===== src/rtl/pattern_seq_detector.sv =====
// rtl/pattern_seq_detector.sv - serial pattern detector with loadable pattern, overlap mode and saturating match counter
module pattern_seq_detector #(
  parameter int              PLEN    = 2,
  parameter logic [PLEN-1:0] PAT_RST = 2'b01,
  parameter int              CNT_W   = 8
) (
  input  logic             clk,
  input  logic             rst,
  input  logic             en,
  input  logic             A,
  input  logic             overlap,
  input  logic             pat_load,
  input  logic [PLEN-1:0]  pat_in,
  input  logic             cnt_clr,
  output logic             Y,
  output logic [CNT_W-1:0] match_cnt,
  output logic             cnt_sat
);

  localparam int               FILL_W  = $clog2(PLEN + 1);
  localparam logic [FILL_W-1:0] FILL_MAX = FILL_W'(PLEN);
  localparam logic [CNT_W-1:0]  CNT_MAX  = {CNT_W{1'b1}};

  logic [PLEN-1:0]   pat_q, pat_d;
  logic [PLEN-1:0]   hist_q, hist_d;
  logic [FILL_W-1:0] fill_q, fill_d;
  logic              y_q, y_d;
  logic [CNT_W-1:0]  cnt_q, cnt_d;

  logic [PLEN-1:0]   h_nx;
  logic [FILL_W-1:0] f_nx;
  logic              hit;
  logic [CNT_W-1:0]  cnt_base;

  // Candidate history and fill level if this edge samples A.
  always_comb begin
    h_nx = {hist_q[PLEN-2:0], A};
    f_nx = (fill_q == FILL_MAX) ? fill_q : fill_q + FILL_W'(1);
    hit  = en && !pat_load && (f_nx == FILL_MAX) && (h_nx == pat_q);
  end

  always_comb begin
    pat_d  = pat_q;
    hist_d = hist_q;
    fill_d = fill_q;
    y_d    = 1'b0;
    if (pat_load) begin
      pat_d  = pat_in;
      hist_d = '0;
      fill_d = '0;
    end else if (en) begin
      y_d    = hit;
      hist_d = h_nx;
      fill_d = (hit && !overlap) ? '0 : f_nx;
    end
  end

  // Clear takes effect before the increment so a coincident match still counts.
  always_comb begin
    cnt_base = cnt_clr ? '0 : cnt_q;
    cnt_d    = cnt_base;
    if (hit && (cnt_base != CNT_MAX)) begin
      cnt_d = cnt_base + CNT_W'(1);
    end
  end

  always_ff @(posedge clk) begin
    if (rst) begin
      pat_q  <= PAT_RST;
      hist_q <= '0;
      fill_q <= '0;
      y_q    <= 1'b0;
      cnt_q  <= '0;
    end else begin
      pat_q  <= pat_d;
      hist_q <= hist_d;
      fill_q <= fill_d;
      y_q    <= y_d;
      cnt_q  <= cnt_d;
    end
  end

  assign Y         = y_q;
  assign match_cnt = cnt_q;
  assign cnt_sat   = (cnt_q == CNT_MAX);

endmodule


===== config.mk =====
export PLATFORM = sky130hd
export DESIGN_NAME = pattern_seq_detector
export DESIGN_NICKNAME = d
export VERILOG_FILES = /design/src/rtl/pattern_seq_detector.sv
export SDC_FILE = /design/constraint.sdc
export NUM_CORES = 1
export LEC_CHECK = 0
export CAP_MARGIN = 30
export CORE_UTILIZATION = 39
export DETAILED_ROUTE_END_ITERATION = 12
export PLACE_DENSITY = 0.66
export SYNTH_ARGS = -nofsm -noshare
export SYNTH_HDL_FRONTEND = slang
export SYNTH_SLANG_ARGS = --single-unit

===== constraint.sdc =====
create_clock -name clk -period 4.6 [get_ports clk]
set_input_delay 1.38 -clock clk [delete_from_list [all_inputs] [get_ports clk]]
set_output_delay 1.38 -clock clk [all_outputs]
set_load 0.03 [all_outputs]

==> flow_summary.json, run 1 <==
{
  "cts_buffers": 3,
  "synth-compound-area-share_pct": 20.1,
  "cts-resized-gates": 0,
  "postRouteAntennaNets": 0,
  "crit_path_max_incr_delay_ns": 0.69,
  "start_util_pct": 42.6,
  "wire_per_inst_microns": 12.0,
  "cts_setup_buffers": 0,
  "setup_violations": 0,
  "clock-sinks": 14,
  "rsz0062_at_grt": "no",
  "vias": 724,
  "postPlaceCellArea_sq_um": 943,
  "fin_cells": 130,
  "finalCritPeriodShare_pct": 69.4,
  "min_from": "fill_q[0]",
  "synth.most_common_cell": "dfxtp_1",
  "fin_ws_ns": 1.41,
  "antennaDiodeCount": 0,
  "r2r_slack_ns": 2.62,
  "r2r_cells": 6,
  "drt-met1-wl_microns": 786,
  "power_frac_comb_pct": 10.4,
  "io_pins": 19,
  "vdd_ir_drop_max_uv": 154,
  "cts_root_buffer": "clkbuf_4",
  "gr-total-overflow": 0,
  "wl_met3_microns": 84,
  "finalSetupTns_ns": 0,
  "cp-end-kind": "output pin",
  "hold_viol_final": 0,
  "synth_top_flop_cell": "dfxtp_1",
  "p_per_area_nw_per_um2": 221,
  "pwr-share-clk_pct": 31.5,
  "synth_cell_types": 36,
  "worstSetupPathType": "flop to output pin",
  "p_leak_uw": 0.000352,
  "area_growth_pct": 28.5,
  "ys_top_cells_by_area": "dfxtp_1 (37%), nor2_1 (4.0%), a31oi_1 (3.3%)",
  "synthesis.area_sq_um": 752,
  "synthCells": 88,
  "clock_path_buffers": 2,
  "cts.htree.levels": 1,
  "yosys.area.top_type": "dfxtp_1",
  "drcViolationCount": 0,
  "synth-xor-area-share_pct": 2.33,
  "synth_top_area_share_pct": 37.3,
  "crit_chain": "nand3_1, nor3_1, clkdlybuf4s50_1",
  "power.total_uw": 214,
  "synth_common_cells": "dfxtp_1 (14), nor2_1 (8), nand2_1 (5), nor3_1 (5)",
  "synth_seq_cells": 14,
  "synth.avg_cell_area_sq_um": 8.55,
  "grt_pass1_wl_mm": 2.66,
  "clk_latency_ns": 0.27,
  "die-area_sq_um": 2110,
  "die_width_microns": 45.9,
  "yosys_warnings": 0,
  "hold_buffers": 0,
  "core_sq_um": 1760,
  "drive_above_1_share_pct": 6.67,
  "p_int_uw": 165,
  "synth_nets": 99,
  "maxSlewHeadroom_pct": 71.2,
  "path_max_fanout": 5,
  "grt_usage_pct": 17.3,
  "outcome": "complete, no violations",
  "synth-edff-count": 0,
  "power.share.sequential_pct": 58.1,
  "post-place-ws_ns": 1.21,
  "grt_max_degree": 13,
  "cts_tree": "yes",
  "hold-path-cell-count": 2,
  "die_h_microns": 45.9,
  "path_clk_slew_ns": 0.08,
  "cp-startpoint": "match_cnt[5]",
  "r2r-start": "fill_q[1]",
  "antenna_found_initial": 0,
  "holdPathEnd": "fill_q[0]",
  "cap_violations": 0,
  "fmax_mhz": 313,
  "slowest_stage": "clkdlybuf4s50_1",
  "synth-simple-area-share_pct": 28.6,
  "dp_cells": 127,
  "swShare_pct": 22.8,
  "clock_skew_ns": 0.000635,
  "crit_required_ns": 3.22,
  "drv_slew": 0,
  "grt_pass1_vias": 624,
  "p_sw_uw": 48.7,
  "synthAdderAreaFrac_pct": 3.33,
  "synthMuxAreaShare_pct": 2.66,
  "dp_hpwl_mm": 1.13,
  "highest_layer": "met4",
  "drt_wl_total_mm": 1.56,
  "fin_nets": 118,
  "fin_area_sq_um": 966,
  "synth_top_family_by_area": "simple AND/OR/NAND/NOR gates",
  "dr_wl_met2_microns": 674,
  "io_buffers": 18,
  "seq_area_frac_synth_pct": 37.3,
  "std_cell_rows": 15,
  "reg2reg_to": "match_cnt[3]",
  "hp-class": "flop to flop",
  "dr.pass1.iters": 4,
  "async_flop_share_pct": 0,
  "gp_congestion": 0.904,
  "dr.first_iter.drc_count": 13,
  "cp-start-kind": "flop",
  "period_needed_ns": 3.19,
  "worst_slew_pin_slew_ns": 0.431,
  "arrival_ns": 1.81,
  "vias_per_cell": 5.57
}
## power by group through the flow
stage	clock network (uW)	registers, uW	logic [uW]
global route	75.1	125	24.9
global placement	0	127	22.0
finish	67.4	124	22.2
detailed placement	0	127	22.1
CTS	69.3	124	22.3
floorplan	0	127	11.9
## worst max-delay path, delay by kind of cell, from the launching register on
family | cells | cell delay [ns]
buffers and inverters | 1 | 0.69
and+or+nand+nor | 2 | 0.43
DFF | 1 | 0.42
## cell families after synthesis
logic type / count (synthesis)
adder cells (fa/ha/maj): 2
XOR/XNOR: 2
AO/OA/AOI/OAI: 21
buffers and inverters: 9
multiplexers: 2
flip-flops: 14
AND/OR/NAND/NOR: 38
## state kept, by name, indices dropped and copies added (netlist names)
signal	cells
Y	1
match_cnt	8
hist_q	1
pat_q	2
fill_q	2
## per-layer routing
| layer | track usage [%] | vias to the layer above |
|---|---|---|
| met5 | 0 | - |
| met4 | 7.06 | 0 |
| li1 | - | 364 |
| met3 | 2.38 | 2 |
| met2 | 25.4 | 23 |
| met1 | 25.0 | 335 |
## worst max-delay path by stage
stage / to
2_1_floorplan: cnt_sat
3_3_place_gp: match_cnt[3]
6_report: cnt_sat
3_5_place_dp: match_cnt[4]
4_1_cts: cnt_sat
5_1_grt: cnt_sat
## layout make-up
type / count / area (sq um)
Inverter: 4 / 15.0
Clock buffer: 3 / 22.5
Sequential cell: 14 / 280
Timing Repair Buffer: 19 / 188
Fill cell: 181 / 798
Multi-Input combinational cell: 65 / 429
Tap cell: 25 / 31.3
## stage by stage
step | utilization (%) | hold slack, ns
finish | 54.8 | 0.484
global route | 54.8 | 0.520
detailed placement | 53.5 | 0.470
CTS | 54.8 | 0.486
floorplan | - | 0.449
global placement | 53.5 | 0.469
## cell usage in the layout, fill, tap and decap left out, types with 3 or more instances in the layout
master | synthesis | routed
nor3_1 | 5 | 5
nor2_1 | 8 | 8
clkdlybuf4s50_1 | 0 | 18
clkbuf_4 | 0 | 3
nor2b_1 | 4 | 4
nand2_1 | 5 | 5
a31oi_1 | 4 | 4
dfxtp_1 | 14 | 14
nand3_1 | 3 | 3
a21oi_1 | 4 | 4
inv_1 | 4 | 4
(Power assumes the default switching activity.)
==> run 2: changes to the inputs <==
- PLACE_DENSITY: 0.66 -> 0.68
- clock period: 4.6 -> 2.67 ns (I/O delays scaled with it)
==> flow_summary.json, run 2 (synthesized netlist as in run 1, its figures left out) <==
{
  "outcome": "complete, no violations",
  "crit_required_ns": 1.87,
  "rsz0062_at_grt": "no",
  "dp_hpwl_mm": 1.23,
  "worstSetupPathType": "flop to output pin",
  "area_growth_pct": 34.4,
  "fin_nets": 124,
  "drv_slew": 0,
  "postRouteAntennaNets": 0,
  "clock_skew_ns": 0.0101,
  "hold-path-cell-count": 2,
  "dr.first_iter.drc_count": 22,
  "wire_per_inst_microns": 12.5,
  "clk_latency_ns": 0.28,
  "dr.pass1.iters": 4,
  "clock-sinks": 14,
  "gp_congestion": 0.922,
  "vias_per_cell": 5.42,
  "cts_setup_buffers": 0,
  "finalCritPeriodShare_pct": 95.6,
  "fin_ws_ns": 0.119,
  "r2r_cells": 6,
  "hp-class": "flop to flop",
  "start_util_pct": 42.6,
  "gr-total-overflow": 0,
  "cts-resized-gates": 0,
  "std_cell_rows": 15,
  "cp-start-kind": "flop",
  "arrival_ns": 1.75,
  "maxSlewHeadroom_pct": 75.6,
  "period_needed_ns": 2.55,
  "grt_pass1_vias": 691,
  "grt_usage_pct": 19.2,
  "die_width_microns": 45.9,
  "clock_path_buffers": 2,
  "slowest_stage": "clkdlybuf4s50_1",
  "hold_viol_final": 0,
  "cts.htree.levels": 1,
  "crit_path_max_incr_delay_ns": 0.69,
  "cap_violations": 0,
  "worst_slew_pin_slew_ns": 0.363,
  "antenna_found_initial": 0,
  "antennaDiodeCount": 0,
  "crit_chain": "nand3_1, nor3_1, clkdlybuf4s50_1",
  "setup_violations": 0,
  "power.total_uw": 373,
  "fmax_mhz": 392,
  "vdd_ir_drop_max_uv": 331,
  "layout_commonest_cell": "clkdlybuf4s50_1",
  "hold_buffers": 0,
  "cts_root_buffer": "clkbuf_4",
  "die_h_microns": 45.9,
  "core_sq_um": 1760,
  "fillCellCount": 172,
  "largest_reg_flops": 8,
  "path_clk_slew_ns": 0.08,
  "cts_tree": "yes",
  "drive_above_1_share_pct": 11.7,
  "grt_pass1_wl_mm": 2.90,
  "path_max_fanout": 5,
  "cts_buffers": 3,
  "post-place-ws_ns": 0.0482,
  "die-area_sq_um": 2110,
  "p_leak_uw": 0.000381,
  "io_buffers": 18,
  "p_per_area_nw_per_um2": 369,
  "io_pins": 19,
  "grt_max_degree": 12,
  "drt_wl_total_mm": 1.70,
  "finalSetupTns_ns": 0,
  "cp-end-kind": "output pin",
  "drcViolationCount": 0,
  "vias": 737,
  "layout_common_cells": "clkdlybuf4s50_1 (18), dfxtp_1 (14), nor2_1 (8), buf_4 (7)"
}
-- run 2: area by class of cell --
cell class / instances / area (sq um) / share of cell area, %
well taps: 25 / 31.3 / 3.09
flip-flops and latches: 14 / 280 / 27.7
inverters: 4 / 15.0 / 1.49
multi-input cells: 65 / 429 / 42.5
clock buffers: 3 / 22.5 / 2.23
repair buffers: 25 / 233 / 23.0
-- run 2: path summary, 6_finish.rpt --
check / startpoint / endpoint / slack (ns)
hold reg to reg: fill_q[1] / fill_q[1] / 0.49
setup / recovery: match_cnt[5] / cnt_sat / 0.12
hold / removal: fill_q[1] / fill_q[1] / 0.49
setup reg to reg: fill_q[1] / match_cnt[3] / 0.69
-- run 2: worst max-delay path, delay by kind of cell (launching register included) --
family | cells | cell delay [ns]
buf+inv | 1 | 0.69
flops | 1 | 0.40
simple gates | 2 | 0.38
-- run 2: where the power goes --
| group | internal [uW] | total [uW] | switching [uW] |
|---|---|---|---|
| sequential | 212 | 214 | 1.90 |
| clock | 52.2 | 114 | 62.0 |
| combinational | 24.2 | 44.1 | 19.9 |
-- run 2: routing by layer --
| metal | track usage (%) | vias to the layer above | wire length (microns) |
|---|---|---|---|
| met5 | 0 | - | 0 |
| met4 | 7.65 | 0 | 12 |
| met3 | 6.35 | 2 | 115 |
| met2 | 27.9 | 30 | 770 |
| met1 | 25.9 | 330 | 802 |
| li1 | - | 375 | - |
-- run 2: metrics by stage --
step / hold slack (ns) / utilization [%] / instances / area, sq um
floorplan: 0.449 / - / 88 / 752
global placement: 0.465 / 56.0 / 133 / 988
detailed placement: 0.475 / 56.0 / 133 / 988
CTS: 0.487 / 57.3 / 136 / 1010
global route: 0.525 / 57.3 / 136 / 1010
finish: 0.492 / 57.3 / 136 / 1010
